==> src/rtl/cgra_input_streamer.sv <==
// Strided read streamer: issues credit-limited reads and feeds the responses to a CGRA input lane.
// Optional stall counter port enabled by defining CGRA_STREAMER_PERF_CNT_EN.
module cgra_input_streamer #(
    parameter int FIFO_DEPTH = 4,
    parameter int ADDR_WIDTH = 32,
    parameter int DATA_WIDTH = 32
) (
    input  logic                  clk_i,
    input  logic                  rst_i,
    input  logic                  execute_i,
    input  logic [ADDR_WIDTH-1:0] base_addr_i,
    input  logic [15:0]           size_i,
    input  logic [15:0]           stride_i,
    output logic                  rd_req_valid_o,
    input  logic                  rd_req_ready_i,
    output logic [ADDR_WIDTH-1:0] rd_req_addr_o,
    input  logic                  rd_rsp_valid_i,
    input  logic [DATA_WIDTH-1:0] rd_rsp_data_i,
    output logic [DATA_WIDTH-1:0] data_o,
    output logic                  data_valid_o,
    input  logic                  data_ready_i,
    output logic                  busy_o,
    output logic                  done_o,
    output logic                  outst_full_o
`ifdef CGRA_STREAMER_PERF_CNT_EN
    ,
    output logic [31:0]           stall_count_o
`endif
);
    localparam int PTR_W = $clog2(FIFO_DEPTH);
    localparam int CNT_W = $clog2(FIFO_DEPTH + 1);

    typedef enum logic {IDLE, RUN} state_t;

    state_t                  state_q, state_d;
    logic [15:0]             size_q, stride_q, issued_q, delivered_q;
    logic [ADDR_WIDTH-1:0]   addr_q;
    logic [CNT_W-1:0]        in_flight_q, count_q;
    logic [PTR_W-1:0]        wr_ptr_q, rd_ptr_q;
    logic [DATA_WIDTH-1:0]   mem_q [FIFO_DEPTH];
    logic                    done_q;

    logic start, running, more, credit_ok, issue, push, pop, last_pop;

    assign running   = (state_q == RUN);
    assign start     = (state_q == IDLE) && execute_i;
    assign more      = issued_q < size_q;
    // Words requested but not yet delivered may never exceed the buffer depth.
    assign credit_ok = ({1'b0, in_flight_q} + {1'b0, count_q}) < (CNT_W + 1)'(FIFO_DEPTH);
    assign issue     = rd_req_valid_o && rd_req_ready_i;
    // Responses with nothing outstanding are leftovers from before a reset.
    assign push      = rd_rsp_valid_i && running && (in_flight_q != '0);
    assign pop       = data_valid_o && data_ready_i;
    assign last_pop  = pop && (({1'b0, delivered_q} + 17'd1) == {1'b0, size_q});

    always_ff @(posedge clk_i or posedge rst_i) begin
        if (rst_i) state_q <= IDLE;
        else       state_q <= state_d;
    end

    always_comb begin
        state_d = state_q;
        case (state_q)
            IDLE:    if (execute_i && (size_i != 16'd0)) state_d = RUN;
            RUN:     if (last_pop) state_d = IDLE;
            default: state_d = IDLE;
        endcase
    end

    always_comb begin
        busy_o         = running;
        rd_req_valid_o = running && more && credit_ok;
        outst_full_o   = running && more && !credit_ok;
        rd_req_addr_o  = running ? addr_q : '0;
        data_valid_o   = (count_q != '0);
        data_o         = data_valid_o ? mem_q[rd_ptr_q] : '0;
        done_o         = done_q;
    end

    always_ff @(posedge clk_i or posedge rst_i) begin
        if (rst_i) begin
            size_q      <= '0;
            stride_q    <= '0;
            addr_q      <= '0;
            issued_q    <= '0;
            delivered_q <= '0;
            in_flight_q <= '0;
            count_q     <= '0;
            wr_ptr_q    <= '0;
            rd_ptr_q    <= '0;
            done_q      <= 1'b0;
        end else begin
            done_q <= 1'b0;
            if (start) begin
                size_q      <= size_i;
                stride_q    <= stride_i;
                addr_q      <= base_addr_i;
                issued_q    <= '0;
                delivered_q <= '0;
                in_flight_q <= '0;
                count_q     <= '0;
                wr_ptr_q    <= '0;
                rd_ptr_q    <= '0;
                done_q      <= (size_i == 16'd0);
            end else if (running) begin
                if (issue) begin
                    issued_q <= issued_q + 16'd1;
                    addr_q   <= addr_q + ADDR_WIDTH'(stride_q);
                end
                if (issue && !push)      in_flight_q <= in_flight_q + CNT_W'(1);
                else if (!issue && push) in_flight_q <= in_flight_q - CNT_W'(1);
                if (push) wr_ptr_q <= wr_ptr_q + PTR_W'(1);
                if (pop) begin
                    rd_ptr_q    <= rd_ptr_q + PTR_W'(1);
                    delivered_q <= delivered_q + 16'd1;
                end
                if (push && !pop)      count_q <= count_q + CNT_W'(1);
                else if (!push && pop) count_q <= count_q - CNT_W'(1);
                if (last_pop) done_q <= 1'b1;
            end
        end
    end

    // Storage needs no reset; data_o is masked while the buffer is empty.
    always_ff @(posedge clk_i) begin
        if (push) mem_q[wr_ptr_q] <= rd_rsp_data_i;
    end

`ifdef CGRA_STREAMER_PERF_CNT_EN
    always_ff @(posedge clk_i or posedge rst_i) begin
        if (rst_i) begin
            stall_count_o <= '0;
        end else if (start) begin
            stall_count_o <= '0;
        end else if (running && (outst_full_o || (data_valid_o && !data_ready_i))
                     && (stall_count_o != 32'hFFFF_FFFF)) begin
            stall_count_o <= stall_count_o + 32'd1;
        end
    end
`endif

endmodule

==> config.mk <==
export PLATFORM = sky130hd
export DESIGN_NAME = cgra_input_streamer
export DESIGN_NICKNAME = d
export VERILOG_FILES = /design/src/rtl/cgra_input_streamer.sv
export SDC_FILE = /design/constraint.sdc
export NUM_CORES = 1
export LEC_CHECK = 0
export CAP_MARGIN = 25
export CORE_MARGIN = 8
export CORE_UTILIZATION = 55
export DETAILED_ROUTE_END_ITERATION = 10
export GPL_TIMING_DRIVEN = 0
export PLACE_DENSITY = 0.83
export REMOVE_ABC_BUFFERS = 1
export SYNTH_ARGS = -nofsm -noshare
export SYNTH_HDL_FRONTEND = slang
export SYNTH_SLANG_ARGS = --single-unit
==> constraint.sdc <==
create_clock -name clk_i -period 4.4 [get_ports clk_i]
set_input_delay 0.88 -clock clk_i [delete_from_list [all_inputs] [get_ports clk_i]]
set_output_delay 0.88 -clock clk_i [all_outputs]
set_load 0.03 [all_outputs]
Word-level counts from Yosys, hierarchy flattened
Memory sizes are Yosys's and may differ from the RTL's.
Index checks and enable logic that the tools add are counted.
{ "word_totals": {"reg_bits": 108, "output_inout_bits": 69, "memories": 1, "ramBits": 128, "word_cells": 93} }
{ "op_classes": {"magnitude_cmp": 2, "n_addsub": 11, "reduce_logical": 33, "mux": 33, "n_bitwise": 1, "eq_ne": 1} }
{ "mem_list": {"columns": ["name", "words", "width", "read_ports", "rd_ports_with_merged_regs", "wr", "line_no", "source"], "rows": [
  ["mem_q", 4, 32, 1, 0, 1, "40", "logic [DATA_WIDTH-1:0] mem_q [FIFO_DEPTH];"]
]} }
{ "op_table": {"columns": ["cell", "count"], "rows": [
  ["2-to-1 mux 32 bit", 5],
  ["2-to-1 mux 16 bit", 6],
  ["adder 16 x 1 -> 16 bit (second input constant)", 2],
  ["adder 32 x 16 -> 32 bit", 1],
  ["2-to-1 mux 3 bit", 8],
  ["adder 16 x 1 -> 17 bit (second input constant)", 1],
  ["== test 17 x 16 -> 1 bit", 1],
  ["logical NOT 16 bit", 1],
  ["< comparator 16 bit", 1],
  ["nonzero test 16 bit", 1],
  ["logical AND 1 bit", 14],
  ["2-to-1 mux 2 bit", 6],
  ["nonzero test 3 bit", 4],
  ["AND reduction 2 bit", 5],
  ["nonzero test 2 bit", 4],
  ["2-to-1 mux 1 bit", 7],
  ["adder 3 x 1 -> 3 bit (second input constant)", 2],
  ["subtractor 3 x 1 -> 3 bit (second input constant)", 2],
  ["adder 2 x 1 -> 2 bit (second input constant)", 2],
  ["adder 3 x 3 -> 4 bit", 1],
  ["logical NOT 1 bit", 4],
  ["< comparator 4 x 3 -> 1 bit (second input constant)", 1],
  ["case mux 1 bit (2 select lines)", 1],
  ["NOT 1 bit", 1]
]} }

Longest topological paths before layout
Gate-level depths: netlist (run 1).
{ "logic_depth": {"ltp_word": 10, "ltp_mapped": 14} }

Least setup slack after synthesis (run 1)
OpenSTA, ideal clock, no wires.
{ "synth_path": {"path_kind": "register to register", "from": "reg in_flight_q[1]", "to": "reg in_flight_q[2]", "t_arrival_ns": 3.070, "setup_slack_ns": 1.210, "path_stages_with_launch": 14, "path_buffers": 3, "path_cell_list": "dfrtp_1 ha_1 and3_1 nor4_1 nand2_1 or3_1 buf_4 buf_2 clkbuf_1 nor2_1 fa_1 nor3_1 or3_1 a31o_2"} }
{ "synth_between": {"elab_chain_cells": 8} }
{ "synth_rtl": {"columns": ["element", "line_no", "source"], "rows": [
  ["start, declared", "38", "logic [CNT_W-1:0] in_flight_q, count_q;"],
  ["start signal, assigned", "110", "if (issue && !push) in_flight_q <= in_flight_q + CNT_W'(1);"],
  ["start signal, assigned", "111", "else if (!issue && push) in_flight_q <= in_flight_q - CNT_W'(1);"],
  ["adder 3 x 3 -> 4 bit", "49", "assign credit_ok = ({1'b0, in_flight_q} + {1'b0, count_q}) < (CNT_W + 1)'(FIFO_DEPTH);"],
  ["< comparator 4 x 3 -> 1 bit", "49", null],
  ["logical AND 1 bit", "72", "rd_req_valid_o = running && more && credit_ok;"],
  ["logical AND 1 bit", "50", "assign issue = rd_req_valid_o && rd_req_ready_i;"],
  ["logical AND 1 bit / logical NOT 1 bit (equally long branches)", "110, 111", null],
  ["2-to-1 mux 3 bit / logical AND 1 bit (equally long branches)", "110, 111", null],
  ["2-to-1 mux 3 bit / nonzero test 3 bit (equally long branches)", null, null],
  ["2-to-1 mux 3 bit / AND reduction 2 bit (equally long branches)", null, null]
]} }
Parallel ways exist; a longest one is shown, timed or not. The select of a mux whose other input is x is not followed.
A chain may end at the register's enable or synchronous reset.

Worst setup path in the final report (run 1)
{ "layout_path": {"from": "reg size_q[13]", "to": "out rd_req_valid_o"} }
{ "layout_between": {"elab_chain_cells": 3} }
{ "layout_rtl": {"columns": ["element", "line_no", "source"], "rows": [
  ["start, declared", "36", "logic [15:0] size_q, stride_q, issued_q, delivered_q;"],
  ["start signal, assigned", "95", "size_q <= size_i;"],
  ["< comparator 16 bit", "47", "assign more = issued_q < size_q;"],
  ["logical AND 1 bit (2 in series)", "72", null],
  ["end, declared", "14", "output logic rd_req_valid_o,"]
]} }
Every way passes these cells.

==> flow_summary.ini, run 1 <==
[floorplanning]
rows = 53
die_w_um = 161
dieArea_mm2 = 0.0261
ioPinCount = 171
die_h_um = 161
core_area_mm2 = 0.0209
initial_utilization_pct = 55.7

[timing]
layout_min_cycle_time_ns = 4.03
finalSetupViolations = 0
hold_viol_final = 0
whs_ns = 0.480
final_max_slew_viol_count = 0
fin_crit_sh_pct = 91.6
grt_setup_unrepaired = false
fin_tns_setup_ns = 0
maxSlewHeadroom_pct = 32.3
timing.fmax_mhz = 248
fin_ws_ns = 0.368
skew_ns = 0.0149
worstMarginPinSlew_ns = 1.01

[critical_path]
arrival_ns = 3.15
cp-start-kind = flip-flop
r2r_end = in_flight_q[2]
rr_startpoint = in_flight_q[1]
crit_path_end_kind = output pin
crit_type = flip-flop to output pin
worst_r2r_path_depth = 10
worstSetupStartpoint = size_q[13]
critPathRequiredTime_ns = 3.52
r2r_slack_ns = 0.68
path_max_fanout = 3
crit_path_end = rd_req_valid_o

[power]
p_int_w = 0.00564
power_density_mw_per_mm2 = 623
switching_share_pct = 37.1
seqPwrFrac_pct = 35.3
combPwrFrac_pct = 42.9
pwr-share-clk_pct = 21.8
ir_drop_v = 0.000384
power.switching_w = 0.00333
p_leak_nw = 5.62

[clock_tree]
cts.sinks = 236
insertion_delay_ns = 0.53
cts_hold_buf = 0
cts_tree = built
cts_setup_buffers = 0
cts-buffers-inserted = 25
cts.repair.resized = 0
cts_max_level = 1
clock_path_buffers = 3
cts_root_buffer = clkbuf_16
clk_pin_slew_worst_paths_ns = 0.06

[grt]
grt_max_degree = 76
grt_use_total_pct = 21.3
grt_pass1_wl_mm = 45.1
grt_pass1_vias = 8552
overflow = 0
antenna_found_initial = 2

[layout]
nNetsFinal = 1303
multiInputGateArea_mm2 = 0.00481
final_layout_size_suffix_gt1_share_pct = 7.65
syn2layout_area_growth_pct = 23.7
seqCellArea_mm2 = 0.00655
fin_util_pct = 68.9
finalNonFillerCells = 1453
fillers = 1489

[synthesis]
syn_area_mm2 = 0.0116
synthArstFlopShare_pct = 45.8
synth_ff_type = edfxtp_1
yosysWarnings = 0
seq_area_frac_synth_pct = 56.2
avgSynthCellArea_um2 = 11.6
synth_top_area_cell = edfxtp_1
ys_types = 51
netlist.area_leader.share_pct = 33.0
synth_edf_count = 128
synth_area_leaders = edfxtp_1 33%, dfrtp_1 23%, mux4_2 6.2%, nand2_1 4.3%, ha_1 4.2%
ys_ff_latch = 236
synthCells = 1007

[outcome]
status = completed

[drt]
viasPerCell = 5.77
highest_layer = met5
wl_met3_mm = 2.14
drtAntennaViolNets = 0
wirelength_mm = 27.9
first_pass_iters = 5
vias = 8389
wl_met2_mm = 13.8
drtIter0Drc = 668
routedWlPerCell_um = 19.2
wl_met1_mm = 11.6
drc = 0

[job]
maxCapViolCount = 0

[place]
place_congestion = 0.837
dp_slack_ns = 0.651
hpwl_mm = 18.5
dp_cells = 1407
portBuffers = 170

[min_path]
hold_class = flip-flop to flip-flop
min-delay-start = stride_q[11]
[metrics by stage]
stage | cell area (um^2) | total power (W)
2_1_floorplan | 11400 | 0.00561
3_3_place_gp | 13500 | 0.00689
3_5_place_dp | 13600 | 0.00704
4_1_cts | 14400 | 0.00904
5_1_grt | 14400 | 0.00946
6_report | 14400 | 0.00897
[how the worst min path moves through the flow]
stage                    to  cells after the start  slack [ns]
2_1_floorplan   stride_q[0]                      2        0.45
3_3_place_gp   stride_q[11]                      2        0.47
3_5_place_dp    stride_q[2]                      2        0.47
4_1_cts        stride_q[11]                      2        0.49
5_1_grt         stride_q[3]                      2        0.50
6_report       stride_q[11]                      2        0.48
[power by group through the flow]
stage / clock [W] / combinational, W / sequential, W
after floorplan: 0 / 0.00248 / 0.00313
after global placement: 0 / 0.00364 / 0.00325
after detailed placement: 0 / 0.00384 / 0.00320
after CTS: 0.00198 / 0.00389 / 0.00317
after global routing: 0.00206 / 0.00417 / 0.00323
final: 0.00195 / 0.00385 / 0.00317
[cell families after synthesis]
logic type / after synthesis / synth area share, %
and+or+nand+nor: 374 / 16.1
xor gates and xnor gates: 51 / 3.84
muxes: 38 / 6.71
adders and majority gates: 42 / 4.71
buffers and inverters: 81 / 2.68
AOI/OAI and AO/OA: 185 / 9.73
DFF: 236 / 56.2
[placed cells by master, fill, tap and decap left out, types with 12 or more instances in the layout]
master	n
a21oi_1	33
a31oi_1	24
and2_1	68
and3_1	21
clkbuf_16	25
clkdlybuf4s50_1	170
dfrtp_1	106
edfxtp_1	128
ha_1	39
inv_1	30
mux4_2	32
nand2_1	133
nand3_1	19
nand4_1	14
nor2_1	55
o211ai_1	12
o21ai_0	68
xnor2_1	34
xor2_1	17
[final cells by class]
cell class              instances  share of cell area (%)
flip-flops and latches        236                    45.5
multi-input cells             690                    33.4
diodes                          1                  0.0174
inverters                      31                   0.825
repair buffers                175                    12.7
well taps                     275                    2.39
clock buffers                  29                    4.45
clock inverters                16                   0.773
[synth_stat cells (all sizes together) (7+ instances only)]
library cell / number
o211ai: 12
dfrtp: 108
inv: 31
a31oi: 24
and2: 73
nor4: 7
nand2: 133
or3: 10
nor2b: 9
ha: 39
o31ai: 11
nand4: 14
xnor2: 34
nand3: 19
o21ai: 69
xor2: 17
mux4: 32
clkbuf: 37
edfxtp: 128
a21oi: 33
buf: 13
nor3: 9
and3: 21
nor2: 55
and4: 8
[layer usage]
metal | track usage, % | vias up
met5 | 0 | -
met4 | 5.13 | 2
met3 | 5.34 | 31
met2 | 35.5 | 298
met1 | 27.4 | 4093
li1 | - | 3965
[sequential cells by signal (all words and copies together), names as in the netlist]
signal and count:
addr_q 32, delivered_q 16, count_q 3, mem_q 128, in_flight_q 3, issued_q 16
stride_q 16, busy_o 1, rd_ptr_q 2, wr_ptr_q 2, done_o 1, size_q 16
[critical path, stage by stage, from the launching register on]
cell	delay (ns)
dfrtp_1	0.39
inv_1	0.07
ha_1	0.30
a211o_1	0.30
o211ai_1	0.11
o211ai_1	0.24
or2_2	0.37
nor2_1	0.15
clkdlybuf4s50_1	0.71
Note: power is estimated with default switching activity, not from simulation.
==> run 2, diff against run 1 <==
--- a/config.mk
+++ b/config.mk
@@ -6,12 +6,15 @@
 export NUM_CORES = 1
 export LEC_CHECK = 0
 export CAP_MARGIN = 25
+export CELL_PAD_IN_SITES_DETAIL_PLACEMENT = 1
+export CELL_PAD_IN_SITES_GLOBAL_PLACEMENT = 1
 export CORE_MARGIN = 8
-export CORE_UTILIZATION = 55
+export CORE_UTILIZATION = 44
 export DETAILED_ROUTE_END_ITERATION = 10
 export GPL_TIMING_DRIVEN = 0
 export PLACE_DENSITY = 0.83
 export REMOVE_ABC_BUFFERS = 1
+export SKIP_LAST_GASP = 1
 export SYNTH_ARGS = -nofsm -noshare
 export SYNTH_HDL_FRONTEND = slang
 export SYNTH_SLANG_ARGS = --single-unit
==> constraint.sdc (replaced) <==
create_clock -name clk_i -period 4 [get_ports clk_i]
set_input_delay 0.8 -clock clk_i [delete_from_list [all_inputs] [get_ports clk_i]]
set_output_delay 0.8 -clock clk_i [all_outputs]
set_load 0.03 [all_outputs]
==> run 2 against run 1 <==
Effect of this change: core utilization fell by 13 points; sequential share of layout area fell by 0.43 points; total power rose by 13%; cell count rose by 4.3%; non-clock buffer count rose by 1; critical endpoint unchanged; largest cell class unchanged; highest routed layer unchanged.
==> flow_summary.ini, run 2 (same netlist as run 1, synthesis figures left out) <==
[layout]
nNetsFinal = 1305
largest_reg_flops = 128
finalNonFillerCells = 1515
regMostFlops = mem_q
final_cell_mix = 168 x clkdlybuf4s50_1, 133 x nand2_1, 128 x edfxtp_1
reg_top3 = mem_q (128), addr_q (32)
final_layout_size_suffix_gt1_share_pct = 8.14
syn2layout_area_growth_pct = 24.9
final_common_cell = clkdlybuf4s50_1
antenna-diode-count = 0
fillers = 2736

[timing]
timing.fmax_mhz = 268
hold_viol_final = 0
grt_setup_unrepaired = false
layout_min_cycle_time_ns = 3.74
fin_ws_ns = 0.262
finalSetupViolations = 0
worstMarginPinSlew_ns = 0.963
final_max_slew_viol_count = 0
fin_crit_sh_pct = 93.5
maxSlewHeadroom_pct = 35.7
skew_ns = 0.0111

[power]
ir_drop_v = 0.000533
power_density_mw_per_mm2 = 698
p_leak_nw = 5.65

[critical_path]
cp-start-kind = flip-flop
critPathRequiredTime_ns = 3.20
worst_r2r_path_depth = 10
crit_type = flip-flop to output pin
crit_top_cell = o211ai_1
r2r_slack_ns = 0.55
r2r_end = in_flight_q[2]
max_stage_delay_ns = 0.46
path_max_fanout = 3
crit_path_end_kind = output pin
arrival_ns = 2.94
worstPathCellList = inv_1, ha_1, a211o_1, o211ai_1, o211ai_1, or2_2, nor2_1, dlygate4sd2_1
cp_slowest_cell = dlygate4sd2_1
rr_startpoint = in_flight_q[1]

[clock_tree]
clk_pin_slew_worst_paths_ns = 0.06
cts_tree = built
cts_root_buffer = clkbuf_16
cts_hold_buf = 0
cts_max_level = 1
insertion_delay_ns = 0.53
cts.sinks = 236
clock_path_buffers = 3
cts-buffers-inserted = 26

[floorplanning]
rows = 59
ioPinCount = 171
die_w_um = 179
die_h_um = 179
initial_utilization_pct = 44.8
core_area_mm2 = 0.0260
dieArea_mm2 = 0.0319

[min_path]
min_to = stride_q[6]
hold_depth = 2
min-delay-start = stride_q[6]
hold_class = flip-flop to flip-flop

[drt]
first_pass_iters = 5
drc = 0
viasPerCell = 5.66
vias = 8579
wirelength_mm = 32.2
drtAntennaViolNets = 0
routedWlPerCell_um = 21.3
drtIter0Drc = 426

[place]
dp_slack_ns = 0.231
hpwl_mm = 21.9
portBuffers = 170
dp_cells = 1467
place_congestion = 0.799

[grt]
overflow = 0
grt_pass1_vias = 9477
grt_pass1_wl_mm = 51.7
grt_max_degree = 92
antenna_found_initial = 1
grt_use_total_pct = 20.4

[outcome]
status = completed

[job]
maxCapViolCount = 0
## run 2: metal layers
metal  global-route usage [%]  share of wire, %  up-vias
met5                        0             0.040        -
met4                     4.41               1.7        2
met3                     4.36               6.4       47
met2                     36.0                50      216
met1                     25.3                42     4351
li1                         -                 -     3963
## run 2: through the flow
| stage | hold slack (ns) | setup TNS, ns | util (%) | area [um^2] | total power [W] |
|---|---|---|---|---|---|
| 2_1_floorplan | 0.452 | -6.49 | - | 11400 | 0.00617 |
| 3_3_place_gp | 0.468 | -357.18 | 52.2 | 13600 | 0.00766 |
| 3_5_place_dp | 0.474 | 0 | 52.7 | 13700 | 0.00788 |
| 4_1_cts | 0.489 | 0 | 55.9 | 14500 | 0.0103 |
| 5_1_grt | 0.514 | 0 | 56.0 | 14500 | 0.0107 |
| 6_report | 0.484 | 0 | 56.0 | 14500 | 0.0101 |
## run 2: timing repair
item,in CTS,in global routing
buffers inserted,0,0
pin swaps,0,0
gates resized for setup,2,1
setup endpoints to repair,2,1
## run 2: report_power, final
group	total [W]	internal, W	switching [W]
clock	0.00234	0.00137	0.000978
combinational	0.00429	0.00189	0.00240
sequential	0.00352	0.00309	0.000428
## run 2: cell type report
cell class                      instances  area, um^2  area share, %
Clock buffer                           34         701           4.82
Clock inverter                         13         133          0.912
Inverter                               31         121          0.835
Multi-Input combinational cell        690        4810           33.1
Sequential cell                       236        6550           45.0
Tap cell                              335         419           2.88
Timing Repair Buffer                  176        1800           12.4
## run 2: worst max-delay path by stage
stage	from	to	slack, ns	cells after the start
after detailed placement	in_flight_q[1]	in_flight_q[2]	0.23	10
after global routing	size_q[13]	rd_req_valid_o	0.08	8
after global placement	execute_i	delivered_q[7]	-3.79	5
final	size_q[13]	rd_req_valid_o	0.26	8
after floorplan	busy_o	delivered_q[12]	-0.53	4
after CTS	size_q[13]	rd_req_valid_o	0.22	8
## run 2: critical path: cells and delay by family, from the launching register on
kind	cells	cell delay, ns
AOI/OAI and AO/OA	3	0.69
adders and majority gates	1	0.31
buffers and inverters	2	0.54
DFF	1	0.37
and+or+nand+nor	2	0.49
